--- config.mk ---
export PLATFORM = sky130hd
export DESIGN_NAME = vga_timing_gen
export DESIGN_NICKNAME = d
export VERILOG_FILES = /design/src/rtl/video_timing_pkg.sv /design/src/rtl/vga_timing_gen.sv
export SDC_FILE = /design/constraint.sdc
export NUM_CORES = 1
export LEC_CHECK = 0
export ABC_CLOCK_PERIOD_IN_PS = 1800
export CAP_MARGIN = 0
export CELL_PAD_IN_SITES_DETAIL_PLACEMENT = 0
export CELL_PAD_IN_SITES_GLOBAL_PLACEMENT = 1
export CORE_ASPECT_RATIO = 0.75
export CORE_MARGIN = 2
export CORE_UTILIZATION = 39
export CTS_CLUSTER_SIZE = 25
export DETAILED_ROUTE_END_ITERATION = 6
export GPL_TIMING_DRIVEN = 0
export PLACE_DENSITY = 0.76
export SETUP_SLACK_MARGIN = 0.02
export SLEW_MARGIN = 10
export SYNTH_ARGS = -nofsm -noshare
export SYNTH_HDL_FRONTEND = slang
export SYNTH_SLANG_ARGS = --single-unit
--- constraint.sdc ---
create_clock -name clk -period 1.8 [get_ports clk]
set_input_delay 0.45 -clock clk [delete_from_list [all_inputs] [get_ports clk]]
set_output_delay 0.45 -clock clk [all_outputs]
set_load 0.02 [all_outputs]
--- src/rtl/video_timing_pkg.sv ---
// video_timing_pkg: 720p60 timing defaults, line/frame totals and FSM encoding shared by the video path
package video_timing_pkg;

  localparam int CNT_W = 12;

  localparam int DEF_H_ACTIVE = 1280;
  localparam int DEF_H_FP     = 110;
  localparam int DEF_H_SYNC   = 40;
  localparam int DEF_H_BP     = 220;
  localparam int DEF_V_ACTIVE = 720;
  localparam int DEF_V_FP     = 5;
  localparam int DEF_V_SYNC   = 5;
  localparam int DEF_V_BP     = 20;

  // Total period of one axis: active + front porch + sync + back porch.
  function automatic int span(input int active, input int fp, input int sync, input int bp);
    return active + fp + sync + bp;
  endfunction

  localparam int DEF_H_TOTAL = span(DEF_H_ACTIVE, DEF_H_FP, DEF_H_SYNC, DEF_H_BP);
  localparam int DEF_V_TOTAL = span(DEF_V_ACTIVE, DEF_V_FP, DEF_V_SYNC, DEF_V_BP);

  localparam logic [0:0] ST_IDLE = 1'b0;
  localparam logic [0:0] ST_RUN  = 1'b1;

endpackage

--- src/rtl/vga_timing_gen.sv ---
// vga_timing_gen: raster timing, FIFO pixel fetch and 3-stage aligned sync/DE/RGB output for the HDMI encoder
module vga_timing_gen
  import video_timing_pkg::*;
#(
  parameter int   H_ACTIVE = DEF_H_ACTIVE,
  parameter int   H_FP     = DEF_H_FP,
  parameter int   H_SYNC   = DEF_H_SYNC,
  parameter int   H_BP     = DEF_H_BP,
  parameter int   V_ACTIVE = DEF_V_ACTIVE,
  parameter int   V_FP     = DEF_V_FP,
  parameter int   V_SYNC   = DEF_V_SYNC,
  parameter int   V_BP     = DEF_V_BP,
  parameter logic SYNC_POL = 1'b1
) (
  input  logic        clk,
  input  logic        rst_n,
  input  logic        enable,
  input  logic        fifo_empty,
  input  logic [23:0] pix_data,
  output logic        pix_req,
  output logic        frame_start,
  output logic        hsync,
  output logic        vsync,
  output logic        rgb_valid,
  output logic [23:0] rgb_data,
  output logic        underflow
);

  localparam int H_TOTAL = span(H_ACTIVE, H_FP, H_SYNC, H_BP);
  localparam int V_TOTAL = span(V_ACTIVE, V_FP, V_SYNC, V_BP);

  localparam logic [CNT_W-1:0] HA  = 12'(H_ACTIVE);
  localparam logic [CNT_W-1:0] HS0 = 12'(H_ACTIVE + H_FP);
  localparam logic [CNT_W-1:0] HS1 = 12'(H_ACTIVE + H_FP + H_SYNC);
  localparam logic [CNT_W-1:0] HL  = 12'(H_TOTAL - 1);
  localparam logic [CNT_W-1:0] VA  = 12'(V_ACTIVE);
  localparam logic [CNT_W-1:0] VS0 = 12'(V_ACTIVE + V_FP);
  localparam logic [CNT_W-1:0] VS1 = 12'(V_ACTIVE + V_FP + V_SYNC);
  localparam logic [CNT_W-1:0] VL  = 12'(V_TOTAL - 1);

  logic [0:0]       state;
  logic [CNT_W-1:0] h_cnt, v_cnt;
  logic             run, h_last, v_last, active, hs_on, vs_on;
  logic             hs1, vs1, de2, emp2, hs2, vs2;

  // Position decode: everything below is derived from the registered counters.
  always_comb begin
    run         = state == ST_RUN;
    h_last      = h_cnt == HL;
    v_last      = v_cnt == VL;
    frame_start = run && h_cnt == '0 && v_cnt == '0;
    active      = run && h_cnt < HA && v_cnt < VA;
    hs_on       = run && h_cnt >= HS0 && h_cnt < HS1;
    vs_on       = run && v_cnt >= VS0 && v_cnt < VS1;
  end

  // FSM and raster counters; a started frame always runs to its last back-porch clock.
  always_ff @(posedge clk or negedge rst_n) begin
    if (!rst_n) begin
      state <= ST_IDLE;
      h_cnt <= '0;
      v_cnt <= '0;
    end else if (!run) begin
      state <= enable ? ST_RUN : ST_IDLE;
    end else begin
      h_cnt <= h_last ? '0 : h_cnt + 12'd1;
      v_cnt <= !h_last ? v_cnt : v_last ? '0 : v_cnt + 12'd1;
      if (h_last && v_last && !enable) state <= ST_IDLE;
    end
  end

  // Alignment pipeline: req -> FIFO data/empty capture -> output, syncs delayed to match.
  always_ff @(posedge clk or negedge rst_n) begin
    if (!rst_n) begin
      pix_req   <= 1'b0;
      hs1       <= ~SYNC_POL;
      vs1       <= ~SYNC_POL;
      de2       <= 1'b0;
      emp2      <= 1'b0;
      hs2       <= ~SYNC_POL;
      vs2       <= ~SYNC_POL;
      rgb_valid <= 1'b0;
      rgb_data  <= '0;
      hsync     <= ~SYNC_POL;
      vsync     <= ~SYNC_POL;
      underflow <= 1'b0;
    end else begin
      pix_req   <= active;
      hs1       <= hs_on ? SYNC_POL : ~SYNC_POL;
      vs1       <= vs_on ? SYNC_POL : ~SYNC_POL;
      de2       <= pix_req;
      emp2      <= pix_req && fifo_empty;
      hs2       <= hs1;
      vs2       <= vs1;
      rgb_valid <= de2;
      rgb_data  <= de2 && !emp2 ? pix_data : '0;
      hsync     <= hs2;
      vsync     <= vs2;
      underflow <= (pix_req && fifo_empty) || (underflow && !frame_start);
    end
  end

endmodule

==> reports/summary.md, run 1 <==
The flow ran to the end, but the final reports show violations. The checks that failed: negative setup slack. Yosys printed 0 warnings. The run gives 3830 µm² as the final design area excluding fillers. The site row count was 26; the ratio of total power to cell area was 881 nW/µm². The clock drives 60 sinks.

Setup repair after global routing could not meet its margin everywhere. The sort of element at the end of the critical path was a primary output. The gate count of the mapped netlist is 247. The worst hold path belongs to the class primary input to async pin. The cell with the most instances after synthesis was dfrtp_1. The internal power of the cells totals 2410 µW. The final net count is 365. The worst setup path is of the register to primary output kind. For this run, the leading register cell type out of synthesis is dfrtp_1. In this run the critical register-to-register path is launched from v_cnt[1]. Timing analysis after detailed placement gives a worst setup slack of -0.701 ns. The global placer's final weighted congestion is 0.722, and the required time at the worst-slack endpoint is 1.35 ns. Summing over every cut layer, the via total after detailed routing is 2146. The count of buffers inserted at the top-level ports is 57, and the relative contribution of combinational cells to total power is 18.4%. Across the run, the number of max-cap violations was 0. The run gives 3 as the level count of the clock H-tree. At the later pin of the worst-skew pair, clock insertion delay measures 0.34 ns. Summed over all nets, the switching power comes to 964 µW. In this run, distinct cell masters in the synthesized netlist total 49. Measured on the finished design, the core utilization comes to 56.1%.

The total area inside the core boundary comes to 6830 µm². Via count of the first global-routing pass: 1908. The switching portion of total power works out to 28.6%. Counting the buffers created by CTS gives 9. The leakage power summed over all cells was 0.00173 µW. The number of hold violations in the final report came out at 0. Clock tree synthesis selected as its root buffer the cell clkbuf_8. The number of nets in the synthesized netlist is 282. The clock tree skew after final layout was 0.00526 ns; the via count normalized by instance count was 5.12. The tools report the final count of negative-setup-slack endpoints as 1. More flip-flops sit in one register than any other, and that register is rgb_data. The run gives 0 as the number of max-slew violations in the final report.

After detailed routing, the number of remaining DRC violations is 0. For the total wirelength of the detailed-routed design, the log shows 6130 µm. For this run, the detailed router's first-pass iteration total came to 4.

After global routing the overflow that remains totals 0. Compared with the post-synthesis result, the final layout area differs by 39.4%. Worst-path maximum fanout: 3.

The final critical path takes up 124% of the cycle. 58 I/O pins were placed. The share of total power dissipated in the clock network is 35.9%. The most area-hungry cell type in the Yosys netlist was dfrtp_1. Measured in cells, the most critical reg-to-reg path has a length of 8.

STA classifies the critical path startpoint as a register. At the pin with the least slew margin, the transition time is 0.758 ns. The worst pin sits at a relative slew slack of 49.5%.

Global routing used 16.2% of the available tracks across all layers. The routed design could run at a clock period as short as 2.24 ns. The first routing iteration left 95 violations.

In this run the mean area of a mapped cell was 11.1 µm². The run gives 0.08 ns as the register-to-register path setup slack. Share of cells above drive strength 1: 20.0%. In this run the deepest clock path goes through 2 buffers. The run gives 40.3% as the effective utilization at floorplan.

Ranked by instance count, the synthesized netlist is headed by dfrtp_1 (60), and2_1 (27), nand2_1 (15). For the final routed database, the setup TNS stands at -0.438 ns. The number of antenna diodes in the final layout is 0. The final routed wire length divided by cell count was 14.6 µm; the endpoint arrival time on the critical path was 1.79 ns. The part of the Yosys area used for sequential elements is 54.6%, and the count of hold buffers inserted by post-cts repair is 0.

The number of flops mapped to enable cells by yosys is 0, and the worst slack on hold paths is 0.165 ns. The final worst slack is -0.438 ns, and the number of flip-flops under the largest register name is 24. The peak ir drop on the vdd network is 0.000496 V.

Clock-pin slew was measured on the worst setup and hold paths at 0.07 ns. The largest registers in the layout are rgb_data: 24 flops, h_cnt: 12 flops, v_cnt: 12 flops. The logs give 2750 µm² for the post-synth design cell area and 0 for the initial antenna violation count. The peak clock frequency supported by timing was 447 MHz. The top cell type by area accounts for 54.6% of the synthesized area. The first global-routing pass estimated 9760 µm of wire. After synthesis, the cell types taking the most area are dfrtp_1 (55%), and2_1 (6.1%), ha_1 (3.2%).

Summed over all nets, the half-perimeter wirelength after detailed placement is 3980 µm. In this run the vertical extent of the chip is 76.7 µm. The register bit total from synthesis is 60, and the die outline area is 7750 µm².

The x dimension of the die came out at 101 µm. TritonCTS built the clock tree. Counting flops with an async set or reset pin after synthesis yields a share of 100%. Registers are responsible for 45.7% of the overall power.

The placed instances occupy a cell area of 3420 µm². The worst flop-to-flop path endpoint was v_cnt[5]. Remaining antenna violation count after routing: 0. Entering global routing, the biggest net connects 61 pins.
==> worst max-delay path: stages, from the launching register on <==
cell	delay (ns)
dfrtp_1	0.40
inv_2	0.09
ha_4	0.13
nor4bb_2	0.24
and4_1	0.23
and4_4	0.24
buf_6	0.12
==> layer usage <==
layer,global-route usage [%],share of wire (%),vias up
met5,0,0,-
met4,3.92,0.34,0
met1,24.2,51,1029
met3,6.56,7.9,5
li1,-,-,1033
met2,21.9,40,79
==> power by group through the flow <==
stage | clock (µW) | sequential, µW | combinational (µW)
floorplan | 0 | 1590 | 295
global placement | 0 | 1560 | 545
CTS | 1250 | 1540 | 610
detailed placement | 0 | 1570 | 555
global route | 1330 | 1550 | 700
finish | 1210 | 1540 | 621
==> how the worst max path moves through the flow <==
stage / start / end / slack [ns] / depth (start not counted)
after global placement: rst_n / v_cnt[9] / -1.69 / 1
after CTS: v_cnt[1] / frame_start / -0.45 / 6
after global routing: h_cnt[1] / frame_start / -0.52 / 6
after detailed placement: h_cnt[1] / frame_start / -0.70 / 6
final: h_cnt[1] / frame_start / -0.44 / 6
after floorplan: h_cnt[0] / frame_start / 0.04 / 5
==> cell type report <==
type                       count  area [µm²]
fill                         577        3000
buffer                        12        96.3
clock buffer                   9         124
tap                           84         105
multi-input combinational    164        1190
clock inverter                 7        76.3
sequential                    60        1500
timing repair buffer          72         697
inverter                      11        41.3
==> kinds of logic after synthesis <==
| group | count (synthesis) | share of synthesized area [%] |
|---|---|---|
| AOI/OAI and AO/OA | 39 | 9.64 |
| adders and majority gates | 7 | 3.18 |
| and+or+nand+nor | 111 | 25.6 |
| DFF | 60 | 54.6 |
| muxes | 3 | 1.09 |
| xor gates and xnor gates | 4 | 1.27 |
| buffers and inverters | 23 | 4.60 |
==> what timing repair did <==
| item | in CTS | in global routing |
|---|---|---|
| pin swaps | 4 | 6 |
| gates cloned | 0 | 0 |
| setup buffers | 7 | 9 |
| endpoints found under the setup margin | 8 | 20 |
| gates resized for setup | 18 | 16 |
| endpoints found under the hold margin | 0 | 0 |
==> through the flow <==
stage	instances	total power [µW]
after global placement	388	2110
after global routing	419	3590
after detailed placement	388	2120
after floorplan	247	1880
final	419	3380
after CTS	411	3400
==> cells in the final DEF, fill, tap and decap left out, types with 7 or more instances in the layout <==
cell / count
dfrtp_1: 58
and2_1: 27
a21oi_1: 7
nand3_1: 10
nor2_1: 11
o21ai_1: 7
nor3_1: 8
nand2_1: 15
inv_1: 7
buf_6: 8
clkdlybuf4s50_1: 49
clkbuf_8: 9
buf_4: 16
(Power assumes the default switching activity.)
==> run 2: changes to the inputs <==
- ABC_CLOCK_PERIOD_IN_PS: 1800 -> 2300
- clock period: 1.8 -> 2.3 ns (I/O delays scaled with it)
==> reports/summary.md, run 2 (synthesis results as in run 1) <==
The worst setup slack before clock tree synthesis is -0.316 ns (+0.385 ns), and the minimum clock period is 2.37 ns. Final antenna diode count: 0 (unchanged). The worst-path cell with the longest stage delay was dfrtp_1.

The checks that failed: negative setup slack. Setup repair after global routing could not meet its margin everywhere. The run finished, with violations left. In this run the worst hold path is classified as primary input to async pin. For the level count of the clock H-tree, the log shows 3 (unchanged).

The power after layout came out at 2660 µW (-21%). The die height is 76.7 µm (unchanged), and the longest individual stage delay on the worst path is 0.40 ns (about the same). The total via count in the routed design was 2125 (-0.98%).

Sum of buffers and inverters on the critical path: 2 (unchanged). The endpoint arrival time on the critical path was 1.79 ns (about the same). The tools report the number of max-slew violations in the final report as 0 (unchanged). The initial antenna violation count was 0 (unchanged). For the die outline area, the log shows 7750 µm² (unchanged). The global placer's final weighted congestion was 0.737 (+2.1%).

The worst flop-to-flop path endpoint was h_cnt[10]. The half-perimeter wire length of the detailed placement result is 4230 µm (+6.2%), and the length of the first detailed-routing pass in iterations is 4 (unchanged). The final count of negative-setup-slack endpoints is 1 (unchanged), and the number of hold violations in the final report is 0 (unchanged).

The filler cell count in the final layout came out at 603 (+4.5%). The worst setup path is launched from a register. The I/O pin count was 58 (unchanged). In this run the critical register-to-register path is launched from h_cnt[7]. The clock tree skew after final layout came out at 0.00669 ns (+0.00143 ns). The share of cells above drive strength 1 is 17.5% (-2.5 points). Number of flip-flops under the largest register name: 24 (unchanged). The tools report the pin count of the biggest net entering global routing as 61 (unchanged). The headroom to the max-slew limit is 49.4% (-0.10 points). The tools report the number of max-capacitance violations reported as 0 (unchanged). The clock latency at the later pin of the worst-skew pair was 0.34 ns (about the same); the x dimension of the die was 101 µm (unchanged).

The site row count is 26 (unchanged). In the layout the commonest cells are dfrtp_1 (58), clkdlybuf4s50_1 (55), and2_1 (27), buf_4 (16), nand2_1 (15). The remaining antenna violation count after routing came out at 0 (unchanged). The post-detailed-route DRC marker count came out at 0 (unchanged). The setup path with the least slack is of type register to primary output.

The core area came out at 6830 µm² (unchanged). The worst-path maximum fanout came out at 3 (unchanged). The ratio of total power to cell area was 711 nW/µm² (-19%); the final routed wire length divided by cell count was 15.5 µm (+6.0%). The peak ir drop on the vdd network was 0.000516 V (+4.0%). Leaving out fill and tap cells, the most frequent cell in the layout is dfrtp_1. Walking the worst path, the cells encountered are inv_2, ha_4, nor4bb_1, and4_1, and4_4, buf_6. The register-to-register path setup slack is 0.49 ns (+0.41 ns), and the via count of the first global-routing pass is 2049 (+7.4%). TritonCTS built the clock tree.

The pin slew with the least headroom to its limit was 0.759 ns (+0.00154 ns). The largest registers in the layout are rgb_data: 24 flops, h_cnt: 12 flops, v_cnt: 12 flops. The count of buffers inserted at the top-level ports was 57 (unchanged). The largest delay contributor family on the critical path is simple AND/OR/NAND/NOR gates. The clock-pin transition on the worst setup and hold timing paths works out to 0.07 ns (about the same). The root buffer cell was clkbuf_8. The sort of element at the end of the critical path is a primary output. The worst slack on hold paths was 0.304 ns (+0.139 ns); the required time at the worst-slack endpoint was 1.73 ns (+0.38 ns). The run gives 10600 µm (+8.8%) as the first-pass GRT wire length.

The share of the clock period used by the worst path after layout was 103%. For this run, the top clock speed supported by timing is 423 MHz. For the clock buffer count from CTS, the log shows 9 (unchanged).

The total wirelength of the detailed-routed design came out at 6440 µm (+5.0%). The tools report the leakage power summed over all cells as 0.00165 µW (-4.8%). For the global-route usage over all layers, the log shows 17.9% (+1.7 points).

Count of hold buffers inserted by post-cts repair: 0 (unchanged). The final worst slack came out at -0.0653 ns (+0.373 ns). Counting flops per register, the top entry is rgb_data. The effective utilization at floorplan is 40.3% (unchanged). The worst reg-to-reg path cell count came out at 7 (-1). Final net count: 361 (-1.1%).

The violation count after the first detailed-route iteration was 121 (+27%); the total number of clock tree sinks was 60 (unchanged). Via count normalized by instance count: 5.12 (about the same). Overall overflow remaining after global route: 0 (unchanged). The maximum buffer depth of the clock tree came out at 2 (unchanged).

Relative to the synthesized area, the layout overhead comes to 35.9%.
## run 2: through the flow
stage               instance area [µm²]  TNS, ns  std cells  util (%)
floorplan                          2750        0        247         -
global placement                   3430   -76.60        388      50.1
detailed placement                 3420   -0.316        388      50.1
CTS                                3700  -0.0682        412      54.2
global route                       3740   -0.165        415      54.7
finish                             3740  -0.0653        415      54.7
## run 2: metal layers
layer	share of wire (%)	track usage (%)
met4	0.81	4.86
met1	51	26.7
met5	0	0
met2	40	24.2
met3	7.9	6.84
## run 2: worst max path at each step
stage / start / endpoint / slack, ns / cells past startpoint
global placement: rst_n / v_cnt[9] / -1.27 / 1
CTS: v_cnt[0] / frame_start / -0.07 / 6
detailed placement: h_cnt[1] / frame_start / -0.32 / 6
floorplan: h_cnt[0] / frame_start / 0.39 / 5
finish: h_cnt[1] / frame_start / -0.07 / 6
global route: h_cnt[1] / frame_start / -0.17 / 6
## run 2: final cells by class
| cell class | instances | area [µm²] | share of cell area, % |
|---|---|---|---|
| Clock inverter | 6 | 65.1 | 1.74 |
| Buffer | 12 | 85.1 | 2.28 |
| Timing Repair Buffer | 68 | 652 | 17.4 |
| Sequential cell | 60 | 1500 | 40.3 |
| Inverter | 11 | 41.3 | 1.11 |
| Multi-Input combinational cell | 164 | 1160 | 30.9 |
| Tap cell | 84 | 105 | 2.81 |
| Clock buffer | 10 | 128 | 3.42 |
## run 2: repair_timing
| action | 4_1_cts | 5_1_grt |
|---|---|---|
| pin swaps | 3 | 1 |
| setup endpoints to repair | 1 | 1 |
| endpoints found under the hold margin | 0 | 0 |
| gates resized for setup | 14 | 4 |
| setup buffers | 8 | 3 |
## run 2: report_power, final
part / switching [µW] / internal (µW)
logic: 253 / 268
registers: 73.3 / 1130
clock network: 431 / 500
total: 757 / 1900
